### src/rtl/reg_file_wb_pkg.sv
// Shared processor definitions for the register file and its writeback buffer.
package reg_file_wb_pkg;

  localparam int unsigned REG_ADDR_W = 5;
  localparam int unsigned XLEN       = 32;
  localparam int unsigned NUM_REGS   = 32;
  localparam int unsigned MAX_DEPTH  = 4;
  localparam int unsigned PTR_W      = 2;
  localparam int unsigned CNT_W      = 3;

  typedef struct packed {
    logic [REG_ADDR_W-1:0] rd;
    logic [XLEN-1:0]       data;
  } wb_entry_t;

  // Advance a circular pointer, wrapping at depth.
  function automatic logic [PTR_W-1:0] ptr_inc(input logic [PTR_W-1:0] p,
                                               input logic [CNT_W-1:0] depth);
    if (({1'b0, p} + 3'd1) == depth) return '0;
    return p + 2'd1;
  endfunction

endpackage

### src/rtl/wbFifo.sv
// Writeback buffer: circular FIFO that retires its head every cycle it is non-empty and
// exposes all slots so the register file can bypass pending writes to its read ports.
module wbFifo
  import reg_file_wb_pkg::*;
#(
  parameter int unsigned DEPTH = 2
) (
  input  logic                        clk,
  input  logic                        reset,
  input  logic                        push,
  input  wb_entry_t                   push_entry,
  output logic                        ready,
  output logic                        empty,
  output wb_entry_t                   head_entry,
  output logic [PTR_W-1:0]            head,
  output logic [CNT_W-1:0]            count,
  output wb_entry_t [MAX_DEPTH-1:0]   entries
);

  localparam logic [CNT_W-1:0] DepthC = CNT_W'(DEPTH);

  wb_entry_t [MAX_DEPTH-1:0] entries_q;
  logic [PTR_W-1:0]          head_q, tail_q;
  logic [CNT_W-1:0]          count_q, count_d;
  logic                      pop;

  assign pop        = (count_q != '0);
  assign ready      = (count_q < DepthC);
  assign empty      = (count_q == '0);
  assign head_entry = entries_q[head_q];
  assign head       = head_q;
  assign count      = count_q;
  assign entries    = entries_q;

  always_comb begin
    count_d = count_q;
    unique case ({push, pop})
      2'b10:   count_d = count_q + 3'd1;
      2'b01:   count_d = count_q - 3'd1;
      default: count_d = count_q;
    endcase
  end

  always_ff @(posedge clk) begin
    if (reset) begin
      head_q  <= '0;
      tail_q  <= '0;
      count_q <= '0;
    end else begin
      if (push) begin
        entries_q[tail_q] <= push_entry;
        tail_q            <= ptr_inc(tail_q, DepthC);
      end
      if (pop) head_q <= ptr_inc(head_q, DepthC);
      count_q <= count_d;
    end
  end

endmodule

### src/rtl/reg_file_wb.sv
// 32x32 register file whose writes go through a small writeback buffer; reads see the
// youngest pending write to an address before it reaches the array.
module reg_file_wb
  import reg_file_wb_pkg::*;
#(
  parameter int unsigned DEPTH = 2
) (
  input  logic                  clk,
  input  logic                  reset,
  input  logic [REG_ADDR_W-1:0] A1,
  input  logic [REG_ADDR_W-1:0] A2,
  output logic [XLEN-1:0]       RD1,
  output logic [XLEN-1:0]       RD2,
  input  logic                  wbValid,
  output logic                  wbReady,
  input  logic [REG_ADDR_W-1:0] A3,
  input  logic [XLEN-1:0]       WD3,
  output logic                  wbEmpty
);

  localparam logic [CNT_W-1:0] DepthC = CNT_W'(DEPTH);

  logic [XLEN-1:0]           regs_q [NUM_REGS];
  logic                      push;
  wb_entry_t                 push_entry;
  wb_entry_t                 head_entry;
  logic [PTR_W-1:0]          head;
  logic [CNT_W-1:0]          count;
  wb_entry_t [MAX_DEPTH-1:0] entries;
  logic [CNT_W-1:0]          slot;

  // Writes to x0 complete the handshake but never enter the buffer.
  assign push       = wbValid && wbReady && (A3 != '0);
  assign push_entry = '{rd: A3, data: WD3};

  wbFifo #(
    .DEPTH (DEPTH)
  ) u_wb_fifo (
    .clk        (clk),
    .reset      (reset),
    .push       (push),
    .push_entry (push_entry),
    .ready      (wbReady),
    .empty      (wbEmpty),
    .head_entry (head_entry),
    .head       (head),
    .count      (count),
    .entries    (entries)
  );

  always_ff @(posedge clk) begin
    if (reset) begin
      for (int i = 0; i < int'(NUM_REGS); i++) regs_q[i] <= '0;
    end else if (!wbEmpty) begin
      regs_q[head_entry.rd] <= head_entry.data;
    end
  end

  // Walk pending entries oldest to youngest so the youngest match wins.
  always_comb begin
    RD1  = regs_q[A1];
    RD2  = regs_q[A2];
    slot = '0;
    for (int unsigned i = 0; i < DEPTH; i++) begin
      slot = {1'b0, head} + CNT_W'(i);
      if (slot >= DepthC) slot = slot - DepthC;
      if (CNT_W'(i) < count) begin
        if (entries[slot[PTR_W-1:0]].rd == A1) RD1 = entries[slot[PTR_W-1:0]].data;
        if (entries[slot[PTR_W-1:0]].rd == A2) RD2 = entries[slot[PTR_W-1:0]].data;
      end
    end
    if (A1 == '0) RD1 = '0;
    if (A2 == '0) RD2 = '0;
  end

endmodule

### config.mk
export PLATFORM = sky130hd
export DESIGN_NAME = reg_file_wb
export DESIGN_NICKNAME = d
export VERILOG_FILES = /design/src/rtl/reg_file_wb_pkg.sv /design/src/rtl/wbFifo.sv /design/src/rtl/reg_file_wb.sv
export SDC_FILE = /design/constraint.sdc
export NUM_CORES = 2
export LEC_CHECK = 0
export CAP_MARGIN = 10
export CORE_ASPECT_RATIO = 1.4
export CORE_MARGIN = 8
export CORE_UTILIZATION = 58
export CTS_CLUSTER_SIZE = 14
export DETAILED_ROUTE_END_ITERATION = 8
export DONT_BUFFER_PORTS = 1
export PLACE_DENSITY = 0.76
export SETUP_SLACK_MARGIN = 0.15
export SYNTH_ARGS = -nofsm -noshare
export SYNTH_HDL_FRONTEND = slang
export SYNTH_SLANG_ARGS = --single-unit
### constraint.sdc
create_clock -name clk -period 4.9 [get_ports clk]
set_input_delay 0.245 -clock clk [delete_from_list [all_inputs] [get_ports clk]]
set_output_delay 0.245 -clock clk [all_outputs]
set_load 0.05 [all_outputs]
Yosys cells after proc, flatten, opt, wreduce, memory -nomap -nowiden

Memory sizes are Yosys's and may differ from the RTL's.
Index checks and enable logic that the tools add are counted.
Widths: inputs -> output; s select.

$add $sub $neg: 8
Order comparisons: 10
Equality and inequality tests: 8
Multiplexer cells: 40
Bitwise logic cells: 1
Reductions and logical operators: 11

Operator list:

| operator            | count |
|---|---|
| $mux 32             | 11 |
| $bmux 37 s2         | 3 |
| $bwmux 148          | 1 |
| $mux 37             | 4 |
| $demux 37 s2        | 1 |
| $reduce_or 32->1    | 1 |
| $eq 5x5->1          | 4 |
| $lt 2x3->1 const B  | 4 |
| $mux 1              | 12 |
| $mux 2              | 6 |
| $logic_not 5->1     | 2 |
| $add 2x1->3 const B | 2 |
| $eq 3x2->1 const B  | 2 |
| $lt 1x3->1 const A  | 2 |
| $pmux 3 s2          | 1 |
| $mux 5              | 1 |
| $reduce_bool 5->1   | 1 |
| $add 2x1->2 const B | 2 |
| $sub 2x2->2 const B | 2 |
| $add 3x1->3 const B | 1 |
| $ge 3x2->1 const B  | 1 |
| $logic_and 1x1->1   | 3 |
| $logic_not 3->1     | 1 |
| $lt 3x2->1 const B  | 1 |
| other kinds (9)     | 9 |

Flip-flop bits (word level): 155
RAM bits: 1,024
Output and inout port bits: 66
Logic and storage cells: 90
Memories: 1

Memory list:

| name   | depth | bits a word | read ports | clocked after memory_dff | wr ports | line              | RTL |
|---|---|---|---|---|---|---|---|
| regs_q | 32    | 32          | 2          | 0                        | 32       | reg_file_wb.sv:23 | `logic [XLEN-1:0] regs_q [NUM_REGS];` |

Logic depth before layout (Yosys ltp)

Depth in word-level cells: 10
Gate-level depth with buffers: 11
Depth with buffers taken out: 9

Cells and area by module

From an unflattened synthesis, not the netlist that was laid out.

Cell total of the unflattened synthesis: 4,615
Area total of the unflattened synthesis: 63,470.9 µm²

By module, submodules not included:

| module      | instances | cells each | area an instance (µm²) | sequential area each (µm²) |
|---|---|---|---|---|
| reg_file_wb | 1         | 4,383      | 57,806.7               | 30,749.5 |
| wbFifo      | 1         | 232        | 5,664.2                | 4,584.4 |

Least setup slack after synthesis

Ideal clock, no wire load.

Path kind: register to register
From: reg u_wb_fifo.count_q[2], in the netlist u_wb_fifo.count[2]
To: reg u_wb_fifo.entries_q (netlist bit u_wb_fifo.entries[0]), enable pin
Arrival: 5.089 ns
Required time: 4.375 ns
Slack: -0.714 ns
Stages on the path, launching flop included: 4
Buffers on the path: 0
Period minus slack after synthesis: 5.614 ns
Cell sequence: dfxtp_1 nor2_1 o211ai_1 nor4_1

Word-level cells in the longest chain between the ends: 4

RTL lines:

| item                              | line              | RTL |
|---|---|---|
| from (decl)                       | wbFifo.sv:24      | `logic [CNT_W-1:0] count_q, count_d;` |
| from (signal assigned)            | wbFifo.sv:55      | `count_q <= count_d;` |
| $lt 3x2->1                        | wbFifo.sv:28      | `assign ready = (count_q < DepthC);` |
| net wbReady                       | reg_file_wb.sv:15 | `output logic wbReady,` |
| $logic_and 1x1->1 (2 in series)   | reg_file_wb.sv:33 | `assign push = wbValid && wbReady && (A3 != '0);` |
| $reduce_and 2->1 (no source line) | n/a               |  |
| to (signal, indexed assignment)   | wbFifo.sv:51      | `entries_q[tail_q] <= push_entry;` |
| to (decl)                         | wbFifo.sv:22      | `wb_entry_t [MAX_DEPTH-1:0] entries_q;` |

The timed path passes the listed nets, and every way through them passes these cells.
A chain may end at the register's enable or synchronous reset.

Worst setup path in the final report

From: reg u_wb_fifo.head_q[0], in the netlist u_wb_fifo.head[0]
To: out RD1[0]

Word-level cells in the longest chain between the ends: 10
Elaborated cells on any way between the ends: 18
Those cells by class: add/sub: 3; order compare: 2; eq/ne: 2; mux: 11

RTL lines:

| item                                                                | line              | RTL |
|---|---|---|
| from (decl)                                                         | wbFifo.sv:23      | `logic [PTR_W-1:0] head_q, tail_q;` |
| from (signal assigned)                                              | wbFifo.sv:54      | `if (pop) head_q <= ptr_inc(head_q, DepthC);` |
| parallel branches: the longest is 8 deep, another holds $add 2x1->3 | n/a               |  |
| $mux 32 (*)                                                         | reg_file_wb.sv:67 | `if (CNT_W'(i) < count) begin` |
| $mux 32 (*)                                                         | reg_file_wb.sv:72 | `if (A1 == '0) RD1 = '0;` |
| to (decl)                                                           | reg_file_wb.sv:12 | `output logic [XLEN-1:0] RD1,` |

Every way passes the cells marked *. The select of a mux whose other input is x is not followed.

==> flow_summary.yaml <==
logic_synthesis:
  netlist_instances: 4461
  avgSynthCellArea_um2: 13.6
  synthesis.area_um2: 60600
  yosys_register_bits: 1179
  ys_warn_count: 0
  syn-num-nets: 4516
  synth_cell_types: 52
  ys_async_sr_fraction_pct: 0
  ys_seq_area_share_pct: 58.3
  synth_ff_type: "edfxtp_1"
  synth_edf_count: 1172
global_routing:
  grt_first_pass_wirelength_um: 275000
  grt_use_total_pct: 32.7
  grt-ovfl-total: 0
  antenna_found_initial: 12
  grt_max_degree: 323
  grt_pass1_vias: 42000
sta:
  post-route-period-util_pct: 93.1
  rsz0062_at_grt: "no"
  setup_viol: 0
  maxSlewViolCount: 0
  max_freq_mhz: 219
  worst_pin_slew_ns: 1.27
  fin_setup_tns_ns: 0
  timing.final.crit_period_ns: 4.56
  slew_headroom_pct: 15.5
  finalHoldViolations: 0
  clock_skew_ns: 0.0365
place:
  dpl_cell_area_um2: 62400
  io_buffers: 0
  gp_congestion: 0.926
  place_hpwl_um: 117000
  placed_cells: 5548
finish:
  stdcell_count: 5793
  final_common_cell: "edfxtp_1"
  fillers: 7299
  multiInputGateArea_um2: 23700
  seq_area_um2: 35300
  mostFrequentLayoutCells: "1,172 x edfxtp_1, 1,076 x nor2_1, 415 x mux4_2"
  nets: 4402
  fin_util_pct: 63.8
  fin_area_um2: 66300
  layout-drive-gt1-share_pct: 23.2
  syn2layout_area_growth_pct: 9.48
drt:
  drtIter0Drc: 5996
  drcViolationCount: 0
  drt_wl_total_um: 191000
  final_antenna_net_count: 0
  via_count: 42000
  firstDrtPassIters: 8
  drt-wirelength-per-cell_um: 33.0
  vias_per_cell: 7.25
setup_path:
  critPathMaxFanout: 31
  cp.required_ns: 4.66
  crit_type: "reg2out"
  endpoint_kind: "output port"
  arrival_ns: 4.32
  start_kind: "flop"
  r2r_slack_ns: 1.07
clock_tree:
  cts_max_level: 3
  clock-sinks: 1179
  cts_made_buffers: 108
  clk_latency_ns: 0.74
  clock_path_buffers: 3
  cts_root_buf: "clkbuf_16"
  cts_tree: "built"
  cts_resized: 0
  path_clk_slew_ns: 0.07
flow_run:
  cap_violations: 0
floorplan:
  die_height_um: 398
  die_area_um2: 115000
  core_um2: 104000
  pin_count: 116
  floorplan.initialDensity_pct: 58.3
  rows: 140
  die_w_um: 289
pwr:
  p_total_mw: 26.5
  peakVddDrop_v: 0.000307
  leakagePower_nw: 22.9
  p_per_area_nw_per_um2: 399
status:
  status: "finished clean"
worst_hold_path:
  min_path_type: "in2reg"
[registers in the layout (all words and copies together) (netlist names)]
| name | flops |
|---|---|
| regs_q | 1024 |
| u_wb_fifo.entries | 148 |
| u_wb_fifo.count | 3 |
| u_wb_fifo.head | 2 |
| u_wb_fifo.tail_q | 2 |
[per-layer routing]
| metal | track usage (%) | part of all wire [%] | vias to the layer above |
|---|---|---|---|
| met5 | 0 | 0.0068 | - |
| met2 | 53.7 | 48 | 3626 |
| met4 | 20.6 | 7.2 | 2 |
| met1 | 38.4 | 31 | 20700 |
| met3 | 8.40 | 14 | 878 |
| li1 | - | - | 16800 |
[final timing paths]
| path | start | end | depth (start not counted) |
|---|---|---|---|
| worst max-delay path | u_wb_fifo.head[0] | RD1[0] | 9 |
| worst min-delay path | wbValid | u_wb_fifo.tail_q[0] | 3 |
| worst max register to register | u_wb_fifo.count[0] | regs_q[3][10] | 10 |
| worst min register to register | u_wb_fifo.count[2] | u_wb_fifo.count[2] | 2 |
[per-stage QoR]
step	hold WS, ns	setup WS, ns
6_report	0.0264	0.339
5_1_grt	0.0539	0.222
4_1_cts	0.0000475	0.358
3_5_place_dp	0.321	1.16
3_3_place_gp	0.320	1.21
2_1_floorplan	0.344	-0.714
[Yosys cell counts, drive strengths merged, types with 7 or more instances]
library cell | number | area, µm²
or2 | 26 | 163
a211oi | 95 | 798
xor2 | 17 | 149
a311oi | 32 | 280
buf | 185 | 1000
a22oi | 42 | 315
mux2i | 297 | 2970
nand2b | 40 | 250
nor4 | 7 | 80.1
nor2b | 7 | 43.8
mux4 | 415 | 9350
xnor2 | 15 | 131
o22ai | 115 | 719
a21oi | 72 | 360
a31oi | 25 | 156
edfxtp | 1172 | 35200
clkbuf | 274 | 1030
mux2 | 87 | 980
o21ai | 92 | 460
nand3 | 18 | 90.1
and3 | 27 | 169
nor2 | 1079 | 4050
nor3 | 12 | 60.1
dfxtp | 7 | 140
inv | 11 | 41.3
a221oi | 58 | 508
nand2 | 198 | 743
[power by group]
group	internal, mW	total, mW	switching (mW)
Sequential	11.7	12.1	0.326
Combinational	1.90	6.00	4.11
Clock	4.58	8.41	3.82
Total	18.2	26.5	8.25
[layout make-up]
cell class / count / area share (%)
Sequential cell: 1179 / 53.3
Multi-Input combinational cell: 2812 / 35.7
Clock buffer: 139 / 4.35
Timing Repair Buffer: 235 / 3.13
Tap cell: 1349 / 2.55
Clock inverter: 59 / 0.851
Inverter: 11 / 0.0623
Antenna cell: 9 / 0.0340
[critical path, stage by stage, from the launching register on]
cell,delay (ns)
dfxtp_4,0.57
mux2i_1,0.53
xnor2_1,0.19
nor4_4,0.41
buf_4,0.50
and2_1,0.20
buf_4,0.36
a221oi_1,0.17
a211oi_2,0.36
buf_4,0.27
[kinds of logic after synthesis]
group | Yosys count | synth area share, %
compound gates | 545 | 6.17
xor+xnor | 32 | 0.463
fa+ha+maj | 5 | 0.103
buf+inv | 470 | 3.43
flops | 1179 | 58.3
mux | 799 | 22.0
simple gates | 1431 | 9.53
[repair_timing]
action,in CTS,in global routing
endpoints found under the setup margin,0,0
hold buffers,38,0
buffers inserted,0,0
endpoints found under the hold margin,191,0
Note: power is estimated with default switching activity, not from simulation.
